### config.mk
export PLATFORM = sky130hd
export DESIGN_NAME = demux_stream
export DESIGN_NICKNAME = d
export VERILOG_FILES = /design/src/rtl/demux_stream.sv
export SDC_FILE = /design/constraint.sdc
export NUM_CORES = 1
export LEC_CHECK = 0
export ABC_AREA = 1
export CORE_AREA = 2 2 69 71
export DETAILED_ROUTE_END_ITERATION = 8
export DIE_AREA = 0 0 71 73
export GPL_TIMING_DRIVEN = 0
export PLACE_DENSITY = 0.89
export SYNTH_ARGS = -nofsm -noshare
export SYNTH_HDL_FRONTEND = slang
export SYNTH_SLANG_ARGS = --single-unit
### constraint.sdc
create_clock -name clk -period 1.55 [get_ports clk]
set_input_delay 0.155 -clock clk [delete_from_list [all_inputs] [get_ports clk]]
set_output_delay 0.155 -clock clk [all_outputs]
set_load 0.02 [all_outputs]
### src/rtl/demux_stream.sv
// demux_stream: one-in, CHANNELS-out stream demultiplexer with one registered
// slot per channel. Channels are independent: a stalled sink only blocks beats
// addressed to its own channel. An accepted beat whose select is >= CHANNELS
// is dropped and flagged on err for one cycle.
// Optional feature: define DEMUX_STREAM_CNT_EN to add per-channel 16-bit
// output-handshake counters on port cnt.

module demux_stream_slot #(
  parameter int WIDTH = 8
) (
  input  logic             clk,
  input  logic             rst_n,
  input  logic             load,
  input  logic [WIDTH-1:0] din,
  input  logic             rdy,
  output logic             vld,
  output logic [WIDTH-1:0] dout
`ifdef DEMUX_STREAM_CNT_EN
  ,
  output logic [15:0]      cnt
`endif
);
  logic [WIDTH-1:0] data;

  // Slot register: a load wins over a drain, so a drain+load in one cycle
  // keeps vld high with the new data and the channel runs at full rate.
  always_ff @(posedge clk or negedge rst_n) begin
    if (!rst_n) begin
      vld  <= 1'b0;
      data <= '0;
    end else if (load) begin
      vld  <= 1'b1;
      data <= din;
    end else if (vld && rdy) begin
      vld  <= 1'b0;
    end
  end

  // Lane reads zero whenever the slot is empty.
  assign dout = vld ? data : '0;

`ifdef DEMUX_STREAM_CNT_EN
  // Count output handshakes; natural 16-bit wrap.
  always_ff @(posedge clk or negedge rst_n) begin
    if (!rst_n)          cnt <= 16'd0;
    else if (vld && rdy) cnt <= cnt + 16'd1;
  end
`endif
endmodule

module demux_stream #(
  parameter int WIDTH    = 8,
  parameter int CHANNELS = 4,
  localparam int SEL_W   = $clog2(CHANNELS)
) (
  input  logic                      clk,
  input  logic                      rst_n,
  input  logic [WIDTH-1:0]          in_data,
  input  logic [SEL_W-1:0]          in_sel,
  input  logic                      in_valid,
  output logic                      in_ready,
  output logic [CHANNELS*WIDTH-1:0] out_data,
  output logic [CHANNELS-1:0]       out_valid,
  input  logic [CHANNELS-1:0]       out_ready,
  output logic                      err
`ifdef DEMUX_STREAM_CNT_EN
  ,
  output logic [CHANNELS*16-1:0]    cnt
`endif
);
  localparam logic [SEL_W:0] CH_N = (SEL_W+1)'(CHANNELS);

  logic                             in_range;
  logic [CHANNELS-1:0]              load;
  logic [CHANNELS-1:0][WIDTH-1:0]   lane_data;
`ifdef DEMUX_STREAM_CNT_EN
  logic [CHANNELS-1:0][15:0]        lane_cnt;
  assign cnt = lane_cnt;
`endif

  assign in_range = ({1'b0, in_sel} < CH_N);

  // Ready depends only on the selected channel; out-of-range selects are
  // always accepted so they can be discarded without stalling the source.
  always_comb begin
    in_ready = 1'b1;
    if (in_range) in_ready = ~out_valid[in_sel] | out_ready[in_sel];
  end

  for (genvar k = 0; k < CHANNELS; k++) begin : g_lane
    assign load[k] = in_valid & in_ready & in_range & (in_sel == SEL_W'(k));

    demux_stream_slot #(.WIDTH(WIDTH)) u_slot (
      .clk   (clk),
      .rst_n (rst_n),
      .load  (load[k]),
      .din   (in_data),
      .rdy   (out_ready[k]),
      .vld   (out_valid[k]),
      .dout  (lane_data[k])
`ifdef DEMUX_STREAM_CNT_EN
      ,
      .cnt   (lane_cnt[k])
`endif
    );
  end

  assign out_data = lane_data;

  // Registered discard flag: high exactly the cycle after each dropped beat.
  always_ff @(posedge clk or negedge rst_n) begin
    if (!rst_n) err <= 1'b0;
    else        err <= in_valid & ~in_range;
  end
endmodule

Yosys cells after proc, flatten, opt, wreduce, memory -nomap -nowiden
Index checks and enable logic that the tools add are counted.

Bitwise logic cells: 7. Muxes and demuxes: 16. Equality and inequality tests: 3. Reductions and logical operators: 9. $lt $le $gt $ge: 1.

Operators with widths (count): $mux 8 (4); $mux 1 (10); $reduce_bool 2->1 (4); $and 1x1->1 (5); $bmux 1 s2 (2); $eq 2x2->1 const B (2); $logic_and 1x1->1 (4); $lt 2x3->1 const B (1); $eq 2x1->1 const B (1); $logic_not 2->1 (1); $not 1->1 (1); $or 1x1->1 (1).

Bits in registers: 36. Output and inout port bits: 38. Logic and storage cells: 44. Input bits: 17.

Depth between registers and ports, before layout
Gate-level depths: netlist (run 1).

Depth in word-level cells: 7. Mapped depth: 10. Depth with buffers taken out: 9.

By module
A second synthesis (run 1) with hierarchy kept.

Cell total of the unflattened synthesis: 252. Area total of the unflattened synthesis: 1771.7 µm².

Modules (own cells, without submodules): demux_stream_slot (area an instance 406.6 µm², sequential area each 225.2 µm², instances 4, cells each 55); demux_stream (area an instance 145.1 µm², sequential area each 0.0 µm², instances 1, cells each 32).

Worst setup path after synthesis (run 1)
No wires, ideal clock.

Kind: register -> register. From: register g_lane[3].u_slot.vld. To: register g_lane[2].u_slot.data[2]. Arrival time: 1.136 ns. Library setup time: 0.117 ns. Data required time: 1.433 ns. Cell stages (with the launch flop): 10. Setup slack: 0.297 ns. Period minus slack after synthesis: 1.253 ns. Path buffers: 2. Cell sequence: dfrtp_1 > buf_2 > nand2_1 > nand2_1 > nand2_1 > nand2_4 > nand2_8 > buf_12 > nand4_1 > nand2_1.

Longest elaborated chain between the ends: 6.

Ends and longest elaborated chain: start: declaration (line 16) `output logic vld,`; start signal: assignment (line 29) `vld <= 1'b0;`; start signal: assignment (line 32) `vld <= 1'b1;`; start signal: assignment (line 35) `vld <= 1'b0;`; $bmux 1 s2 (line 87) `if (in_range) in_ready = ~out_valid[in_sel] | out_ready[in_sel];`; $mux 1 (not written as such) (line 87); $not 1->1 (line 87); $or 1x1->1 (line 87); named net in_ready (line 61) `output logic in_ready,`; $and 1x1->1 (2 in series) (line 91) `assign load[k] = in_valid & in_ready & in_range & (in_sel == SEL_W'(k));`; end signal: assignment (line 33) `data <= din;`; end: declaration (line 23) `logic [WIDTH-1:0] data;`.

The timed path passes the listed nets, and every way through them passes these cells. The select of a mux whose other input is x is not followed. A chain may end at the register's enable or synchronous reset.

Worst setup path in the final report (run 1)
From: register g_lane[3].u_slot.vld. To: output in_ready.

Longest elaborated chain between the ends: 4.

Ends and longest elaborated chain (line): $bmux 1 s2 (87); $mux 1 (not written as such) (87); $not 1->1 (87); $or 1x1->1 (87); end: declaration (61).

No other way between the ends. The select of a mux whose other input is x is not followed.

==> out/results.tsv, run 1 <==
stage	metric	value	unit
timing	timing.fmax	0.658	GHz
synthesis	ys_async_sr_fraction	100	%
worst_setup_path	end_kind	primary output	
routing	avgViaCountPerCell	4.86	
floorplanning	die_width	71	µm
layout	antenna_cells	0	
global_route	grt_pass1_vias	1648	
synthesis	post_synth.cell_area_avg	8.10	µm²
routing	first_pass_iters	4	
cts	insertion_delay	280	ps
synthesis	synth-edff-count	0	
cts	cts_max_level	2	
cts	root_buffer	clkbuf_8	
synthesis	synthFlopType	dfrtp_1	
layout	drive_above_1_share	17.9	%
synthesis	syn_inst	251	
global_route	antenna_found_initial	0	
synthesis	syn-num-nets	268	
timing	worst_slew_pin_slew	770	ps
floorplanning	coreArea	4540	µm²
worst_setup_path	critPathLaunchType	flip-flop	
routing	drt_iter0_drc	77	
timing	rsz0062_at_grt	true	
synthesis	synth_warnings	0	
layout	fin_util	60.9	%
timing	hold_violations	0	
pwr	ir_drop	0.584	mV
place	place_inst	355	
routing	wire_per_inst	12.9	µm
global_route	grt_max_degree	37	
timing	final.setup_skew	3.38	ps
place	dpl.hpwl	3340	µm
worst_setup_path	crit_arrival	1360	ps
routing	drt-total-wl	4790	µm
routing	via_count	1807	
flow_run	maxCapViolations	0	
cts	clockBufferDepth	2	
global_route	overflow	0	
cts	cts_made_buffers	5	
routing	route.detailed.drc	0	
min_path	hp-class	in -> reg	
timing	finalCriticalPeriod	1520	ps
cts	clkSinkCount	36	
floorplanning	start_util	44.8	%
timing	timing.final.crit_share	98.0	%
floorplanning	dieArea	5180	µm²
pwr	power_density	953	nW/µm²
timing	holdWs	245	ps
place	gp_congestion	0.948	
worst_setup_path	crit_type	reg -> out	
worst_setup_path	crit_fanout	10	
synthesis	ys_types	22	
timing	slew_viol_final	0	
floorplanning	die_height	73	µm
routing	antenna_left	0	
floorplanning	num_rows	25	
synthesis	synth_area	2030	µm²
global_route	grt_pass1_wl	7820	µm
layout	fin_cells	372	
run_status	outcome	finished, final reports clean	
pwr	power	2630	µW
layout	syn_to_final_growth	35.8	%
cts	cts_tree	built	
global_route	grt_usage	19.7	%
pwr	p_leak	0.00167	µW
cts	path_clk_slew	70	ps
synthesis	synth_common_cells	nand2_1 (103), dfrtp_1 (36), inv_1 (36)	
synthesis	ys_ff_latch	36	
layout	nNetsFinal	334	
floorplanning	io_pins	55	
synthesis	yosysTopAreaCellShare	44.3	%
synthesis	synth_largest_area_cell	dfrtp_1	
synthesis	yosysMostFrequentCell	nand2_1	
worst_setup_path	critPathRequiredTime	1390	ps
synthesis	synth_area_leaders	dfrtp_1 (44%), nand2_1 (19%), nand4_1 (9.9%)	
synthesis	seq_area_frac_synth	44.3	%
worst_setup_path	rrSetupSlack	50	ps
place	port-buffer-count	50	
timing	maxSlewHeadroom	48.7	%
timing	setup_violations	0	
[cells by family after synthesis]
kind of cell	after synthesis	share of synthesized area, %
DFF	36	44.3
and+or+nand+nor	153	39.3
AOI/OAI and AO/OA	4	0.985
other	1	0.185
buffers and inverters	57	15.2
[where the power goes]
group          internal, µW  total (µW)  leakage (µW)  switching, µW
clock                   362         683     0.0000455            321
sequential             1120        1210      0.000452           93.3
combinational           310         737       0.00117            427
total                  1790        2630       0.00167            841
[cells in the final DEF, fill, tap and decap left out, drive strengths merged]
master / synthesis / layout
dlygate4sd3: 0 / 1
nand4: 32 / 32
inv: 39 / 39
clkdlybuf4s15: 0 / 7
nand3: 7 / 7
conb: 1 / 1
buf: 15 / 25
nor2: 4 / 4
nand2: 110 / 110
clkbuf: 3 / 11
dlygate4sd2: 0 / 25
dfrtp: 36 / 36
o21ai: 4 / 4
clkdlybuf4s50: 0 / 16
[metal layers]
| layer | track usage (%) | up-vias | routed length [µm] |
|---|---|---|---|
| met5 | 0 | - | 0 |
| met3 | 3.59 | 9 | 298 |
| met1 | 27.2 | 819 | 2170 |
| met2 | 30.1 | 65 | 2220 |
| li1 | - | 914 | - |
| met4 | 9.43 | 0 | 95 |
[sequential cells by signal, indices dropped and copies added (netlist names)]
name and flops:
g_lane.u_slot.vld 4, g_lane.u_slot.data 32
[stage by stage]
step           cell area (µm²)  setup TNS, ps  setup WS [ps]
3_3_place_gp              2600         -12320           -412
5_1_grt                   2760           -658          -45.8
4_1_cts                   2690          -22.0          -22.0
3_5_place_dp              2590           -416           -416
2_1_floorplan             2030              0            297
6_report                  2760              0           31.0
[path summary, 6_finish.rpt]
kind / endpoint / depth (start not counted) / start
max: in_ready / 8 / g_lane[3].u_slot.vld$_DFFE_PN0P_
min: g_lane[0].u_slot.data[6]$_DFFE_PN0P_ / 4 / in_sel[1]
max reg2reg: g_lane[0].u_slot.data[7]$_DFFE_PN0P_ / 10 / g_lane[0].u_slot.vld$_DFFE_PN0P_
min reg2reg: g_lane[0].u_slot.data[4]$_DFFE_PN0P_ / 2 / g_lane[0].u_slot.data[4]$_DFFE_PN0P_
max in group asynchronous: g_lane[3].u_slot.vld$_DFFE_PN0P_ / 2 / rst_n
min in group asynchronous: g_lane[0].u_slot.data[1]$_DFFE_PN0P_ / 2 / rst_n
[cell type report]
class	count	area [µm²]
Fill cell	398	1780
Sequential cell	36	901
Multi-Input combinational cell	158	832
Timing Repair Buffer	59	536
Buffer	18	183
Inverter	39	151
Clock buffer	8	90.1
Tap cell	54	67.6
[timing repair]
item	4_1_cts	5_1_grt
gates resized for setup	46	11
hold endpoints to repair	36	0
setup endpoints to repair	33	33
pin swaps	1	2
hold buffers	1	0
buffers inserted	1	7
[critical path, cell delays in order (launching register included)]
cell and delay, ps:
dfrtp_1 370, buf_6 140, nand2_2 50, nand2_2 60, nand2_2 60, nand2_4 80
nand2_8 50, buf_12 130, buf_6 120
Power figures use the tool's default switching activity.
==> run 2: changes to the inputs <==
- clock period: 1.55 -> 1.5 ns (I/O delays scaled with it)
==> run 2 against run 1 <==
Against the previous run:
- critical path type unchanged
- design area down 0.63%
- cell count increased by 0.54%
- sequential share of layout area increased by 0.21 points
- clock skew rose by 1.0 ps
- worst setup slack worse by 28 ps
- via count grew 1.8%
- total power grew 3.6%
- count of clock-buffer cells in the layout unchanged
- combinational power grew 4.1%
==> out/results.tsv, run 2 (synthesized netlist as in run 1, its figures left out) <==
stage	metric	value	unit	change
cts	clockBufferDepth	2		unchanged
place	dpl.hpwl	3340	µm	unchanged
worst_setup_path	end_kind	primary output		unchanged
global_route	grt_max_degree	37		unchanged
timing	timing.final.crit_share	99.8	%	
routing	antenna_left	0		unchanged
layout	fin_cells	374		was 372
floorplanning	dieArea	5180	µm²	unchanged
place	gp_congestion	0.948		unchanged
routing	via_count	1839		was 1,807
routing	first_pass_iters	4		unchanged
worst_setup_path	critPathLaunchType	flip-flop		unchanged
pwr	ir_drop	0.608	mV	was 0.584 mV
global_route	grt_pass1_vias	1648		unchanged
cts	path_clk_slew	70	ps	about the same
timing	maxSlewHeadroom	48.2	%	was 48.7%
cts	insertion_delay	290	ps	was 280 ps
timing	rsz0062_at_grt	true		unchanged
timing	worst_slew_pin_slew	777	ps	was 770 ps
pwr	power_density	994	nW/µm²	was 953 nW/µm²
timing	slew_viol_final	0		unchanged
place	placed_cell_area	2590	µm²	unchanged
worst_setup_path	crit_type	reg -> out		unchanged
global_route	overflow	0		unchanged
floorplanning	die_width	71	µm	unchanged
worst_setup_path	crit_arrival	1350	ps	was 1360 ps
layout	nNetsFinal	336		was 334
timing	hold_violations	0		unchanged
cts	cts_tree	built		unchanged
pwr	p_leak	0.00171	µW	was 0.00167 µW
timing	holdWs	237	ps	was 245 ps
global_route	grt_usage	19.7	%	unchanged
floorplanning	die_height	73	µm	unchanged
layout	layout_commonest_cell	nand2_1		unchanged
floorplanning	io_pins	55		unchanged
worst_setup_path	critPathRequiredTime	1350	ps	was 1390 ps
flow_run	maxCapViolations	0		unchanged
run_status	outcome	finished, final reports clean		unchanged
timing	setup_tns	0	ps	unchanged
worst_setup_path	crit_fanout	8		was 10
global_route	grt_pass1_wl	7820	µm	unchanged
layout	antenna_cells	0		unchanged
layout	largest-register	g_lane.u_slot.data		unchanged
global_route	antenna_found_initial	0		unchanged
layout	final_cell_mix	nand2_1 (97), inv_1 (36), dfrtp_1 (36)		was nand2_1 (99), inv_1 (36), dfrtp_1 (36)
routing	drt_iter0_drc	90		was 77
floorplanning	coreArea	4540	µm²	unchanged
timing	timing.fmax	0.668	GHz	
layout	syn_to_final_growth	35.0	%	was 35.8%
routing	avgViaCountPerCell	4.92		was 4.86
routing	drt-total-wl	4880	µm	was 4790 µm
layout	drive_above_1_share	23.8	%	was 17.9%
routing	wire_per_inst	13.0	µm	was 12.9 µm
place	place_inst	355		unchanged
floorplanning	start_util	44.8	%	unchanged
routing	route.detailed.drc	0		unchanged
timing	final.setup_skew	4.39	ps	was 3.38 ps
timing	setup_violations	0		unchanged
layout	reg.largest.list	g_lane.u_slot.data (32), g_lane.u_slot.vld (4)		unchanged
place	port-buffer-count	50		unchanged
timing	finalCriticalPeriod	1500	ps	
cts	root_buffer	clkbuf_8		unchanged
cts	cts_max_level	2		unchanged
cts	cts_made_buffers	5		unchanged
cts	clkSinkCount	36		unchanged
min_path	hp-class	in -> reg		unchanged
layout	largest_reg_flops	32		unchanged
floorplanning	num_rows	25		unchanged
layout	final_cell_area	2740	µm²	was 2760 µm²
## run 2: cell types whose count changed in the layout (fill, tap and decap cells not counted), sizes merged
cell	change
clkbuf	+15
clkdlybuf4s15	-3
dlygate4sd2	-12
dlymetal6s2s	+4
buf	+2
clkdlybuf4s50	-4
## run 2: metrics by stage
step	setup slack, ps	utilization (%)	total power, µW
5_1_grt	-66.5	60.5	2880
4_1_cts	-67.0	59.3	2690
3_5_place_dp	-456	57.2	2020
6_report	2.56	60.5	2720
3_3_place_gp	-452	57.3	2000
2_1_floorplan	247	-	1720
## run 2: final timing paths
check	start	end	slack, ps	cells past startpoint
worst min register to register	g_lane[1].u_slot.data[5]$_DFFE_PN0P_	g_lane[1].u_slot.data[5]$_DFFE_PN0P_	470	2
worst max register to register	g_lane[0].u_slot.vld$_DFFE_PN0P_	g_lane[3].u_slot.data[1]$_DFFE_PN0P_	70	10
max in group asynchronous	rst_n	g_lane[3].u_slot.vld$_DFFE_PN0P_	530	2
worst max-delay path	g_lane[3].u_slot.vld$_DFFE_PN0P_	in_ready	3	8
min in group asynchronous	rst_n	g_lane[0].u_slot.data[1]$_DFFE_PN0P_	470	2
worst min-delay path	in_sel[1]	g_lane[0].u_slot.data[6]$_DFFE_PN0P_	240	4
## run 2: worst max-delay path, stage by stage (launching register included)
cell	delay, ps
dfrtp_1	370
buf_6	150
nand2_4	50
nand2_2	50
nand2_2	60
nand2_4	80
nand2_8	60
buf_12	130
buf_8	120
## run 2: timing repair
item | CTS | global route
hold endpoints to repair | 36 | 0
resized for setup | 46 | 47
buffers inserted | 1 | 9
setup endpoints to repair | 33 | 41
pin swaps | 1 | 4
hold buffers | 1 | 0
## run 2: cell type report
type                            instances  area [µm²]
Fill cell                             391        1790
Sequential cell                        36         901
Multi-Input combinational cell        158         842
Timing Repair Buffer                   61         508
Buffer                                 18         183
Inverter                               39         151
Clock buffer                            8        90.1
Tap cell                               54        67.6
## run 2: metal layers
metal  share of wire, %  up-vias  track usage [%]
met3                6.9       15             3.59
li1                   -      920                -
met2                 46       65             30.1
met1                 44      839             27.2
met5                  0        -                0
met4                3.1        0             9.43
## run 2: where the power goes
part | leakage, µW | internal (µW) | switching (µW) | total, µW
clock network | 0.0000455 | 375 | 334 | 708
logic | 0.00121 | 319 | 448 | 767
registers | 0.000452 | 1150 | 96.2 | 1250
==> run 3: changes to the inputs <==
--- a/config.mk
+++ b/config.mk
@@ -8,7 +8,8 @@
 export ABC_AREA = 1
-export CORE_AREA = 2 2 69 71
+export CORE_AREA = 2 2 94 96
 export DETAILED_ROUTE_END_ITERATION = 8
-export DIE_AREA = 0 0 71 73
+export DIE_AREA = 0 0 96 98
 export GPL_TIMING_DRIVEN = 0
-export PLACE_DENSITY = 0.89
+export PLACE_DENSITY = 0.58
+export SLEW_MARGIN = 20
 export SYNTH_ARGS = -nofsm -noshare
==> constraint.sdc (replaced) <==
create_clock -name clk -period 1.5 [get_ports clk]
set_input_delay 0.375 -clock clk [delete_from_list [all_inputs] [get_ports clk]]
set_output_delay 0.375 -clock clk [all_outputs]
set_load 0.02 [all_outputs]
==> run 3 against run 2 <==
Against the previous run:
- the run now ends with negative setup slack left
- critical path depth unchanged
- maximum frequency is 12% lower
- flip-flop and latch count unchanged
- design area rose by 18%
- core utilization down 22 points
- first-iteration DRC count shrank 19%
- total power rose by 10%
- combinational power increased by 28%
- clock power is 2% lower
- count of clock-buffer cells in the layout is the same
- clock skew up 1.6 ps
- hold slack lost 220 ps
- critical path type unchanged
- critical endpoint unchanged
- highest routed layer unchanged
==> out/results.tsv, run 3 (synthesized netlist as in run 1, its figures left out) <==
stage	metric	value	unit	change
run_status	outcome	complete, but fails checks		was finished, final reports clean
run_status	violations	negative setup slack		
routing	avgViaCountPerCell	4.28		was 4.92
floorplanning	die_width	96	µm	was 71 µm
cts	cts_max_level	2		unchanged
floorplanning	num_rows	34		was 25
layout	final_cell_mix	nand2_1 (67), buf_6 (42), dfrtp_1 (36)		was nand2_1 (97), inv_1 (36), dfrtp_1 (36)
pwr	p_leak	0.00187	µW	was 0.00171 µW
layout	layout_commonest_cell	nand2_1		unchanged
layout	reg.largest.list	g_lane.u_slot.data (32), g_lane.u_slot.vld (4)		unchanged
routing	drt_iter0_drc	73		was 90
cts	clkSinkCount	36		unchanged
worst_setup_path	critPathLaunchType	flip-flop		unchanged
floorplanning	coreArea	8470	µm²	was 4540 µm²
timing	rsz0062_at_grt	true		unchanged
routing	drt-total-wl	5790	µm	was 4880 µm
routing	route.detailed.drc	0		unchanged
global_route	grt_pass1_vias	1880		was 1,648
layout	final_cell_area	3230	µm²	was 2740 µm²
worst_setup_path	r2r_start	g_lane[0].u_slot.vld$_DFFE_PN0P_		unchanged
worst_setup_path	startpoint	g_lane[0].u_slot.vld$_DFFE_PN0P_		was g_lane[3].u_slot.vld$_DFFE_PN0P_
global_route	antenna_found_initial	0		unchanged
place	gp_congestion	0.832		was 0.948
routing	wire_per_inst	13.3	µm	was 13.0 µm
worst_setup_path	r2r_end	g_lane[0].u_slot.data[0]$_DFFE_PN0P_		was g_lane[3].u_slot.data[1]$_DFFE_PN0P_
worst_setup_path	end_kind	primary output		unchanged
timing	hold_violations	0		unchanged
cts	insertion_delay	280	ps	was 290 ps
cts	root_buffer	clkbuf_8		unchanged
routing	via_count	1860		was 1,839
worst_setup_path	ff2ff_path_depth	10		unchanged
place	placed_cell_area	2690	µm²	was 2590 µm²
place	dpl.hpwl	4010	µm	was 3340 µm
worst_setup_path	crit_fanout	3		was 8
layout	drive_above_1_share	50.2	%	was 23.8%
flow_run	maxCapViolations	0		unchanged
place	place_inst	410		was 355
routing	antenna_left	0		unchanged
timing	slew_viol_final	0		unchanged
layout	largest_reg_flops	32		unchanged
worst_setup_path	critPathRequiredTime	1120	ps	was 1350 ps
cts	path_clk_slew	70	ps	about the same
worst_setup_path	crit_arrival	1330	ps	was 1350 ps
global_route	grt_pass1_wl	9440	µm	was 7820 µm
timing	final.setup_skew	5.94	ps	was 4.39 ps
place	port-buffer-count	50		unchanged
global_route	grt_usage	12.9	%	was 19.7%
layout	syn_to_final_growth	59.1	%	was 35.0%
global_route	overflow	0		unchanged
floorplanning	dieArea	9410	µm²	was 5180 µm²
worst_setup_path	rrSetupSlack	-10	ps	was 70 ps
timing	setup_tns	-2180	ps	was 0 ps
timing	timing.final.crit_share	114	%	was 99.8%
global_route	grt_max_degree	22		was 37
worst_setup_path	crit_type	reg -> out		unchanged
cts	cts_made_buffers	5		unchanged
cts	cts_tree	built		unchanged
timing	timing.fmax	0.585	GHz	was 0.668 GHz
layout	fin_cells	435		was 374
cts	clockBufferDepth	2		unchanged
timing	finalCriticalPeriod	1710	ps	was 1500 ps
place	preCtsSetupSlack	-952	ps	was -456 ps
timing	worst_slack	-210	ps	was 2.56 ps
layout	fin_util	38.2	%	was 60.5%
timing	setup_violations	32		was 0
floorplanning	io_pins	55		unchanged
cts	cts_hold_buffers	0		was 1
routing	first_pass_iters	4		unchanged
floorplanning	die_height	98	µm	was 73 µm
pwr	power_density	928	nW/µm²	was 994 nW/µm²
pwr	ir_drop	0.358	mV	was 0.608 mV
layout	antenna_cells	0		unchanged
floorplanning	start_util	24.0	%	was 44.8%
min_path	hp-class	in -> async		was in -> reg
layout	largest-register	g_lane.u_slot.data		unchanged
layout	nNetsFinal	343		was 336
==> run 3: repair_timing <==
item | 4_1_cts | 5_1_grt
cloned | 2 | 0
hold endpoints to repair | 0 | 0
setup buffers | 13 | 6
pin swaps | 3 | 4
resized for setup | 278 | 40
endpoints found under the setup margin | 37 | 70
==> run 3: worst max-delay path, cell delays in order (launching register included) <==
cell and delay, ps:
dfrtp_1 370, buf_6 130, nand2_2 50, nand2_2 70, nand2_2 60, nand2_4 90, nand2_8 50, buf_12 120
buf_8 120
==> run 3: layout make-up <==
class / instances / area (µm²)
Buffer: 18 / 183
Clock buffer: 8 / 90.1
Fill cell: 860 / 5230
Inverter: 39 / 151
Multi-Input combinational cell: 158 / 1020
Sequential cell: 36 / 901
Tap cell: 108 / 135
Timing Repair Buffer: 68 / 751
==> run 3: how the worst max path moves through the flow <==
stage          cells after the start  slack [ps]  endpoint
2_1_floorplan                      6          20  in_ready
3_3_place_gp                       7        -930  in_ready
3_5_place_dp                       7        -950  in_ready
4_1_cts                            8        -210  in_ready
5_1_grt                            8        -250  in_ready
6_report                           8        -210  in_ready
==> run 3: power breakdown <==
group | internal, µW | switching [µW] | total (µW)
Clock | 374 | 322 | 697
Sequential | 1150 | 169 | 1320
Combinational | 463 | 516 | 980
==> run 3: per-stage QoR <==
step                hold slack [ps]  total power, µW
global placement                458             2020
global route                   37.9             3180
detailed placement              328             2040
finish                         19.0             3000
floorplan                      79.4             1720
CTS                            22.2             2970
==> run 3: layer usage <==
metal  vias to the layer above  global-route usage (%)  routed length [µm]
li1                        936                       -                   -
met1                       869                    17.1                2540
met2                        49                    21.4                2880
met3                         6                    2.93                 316
met4                         0                    2.64                  51
met5                         -                       0                   0
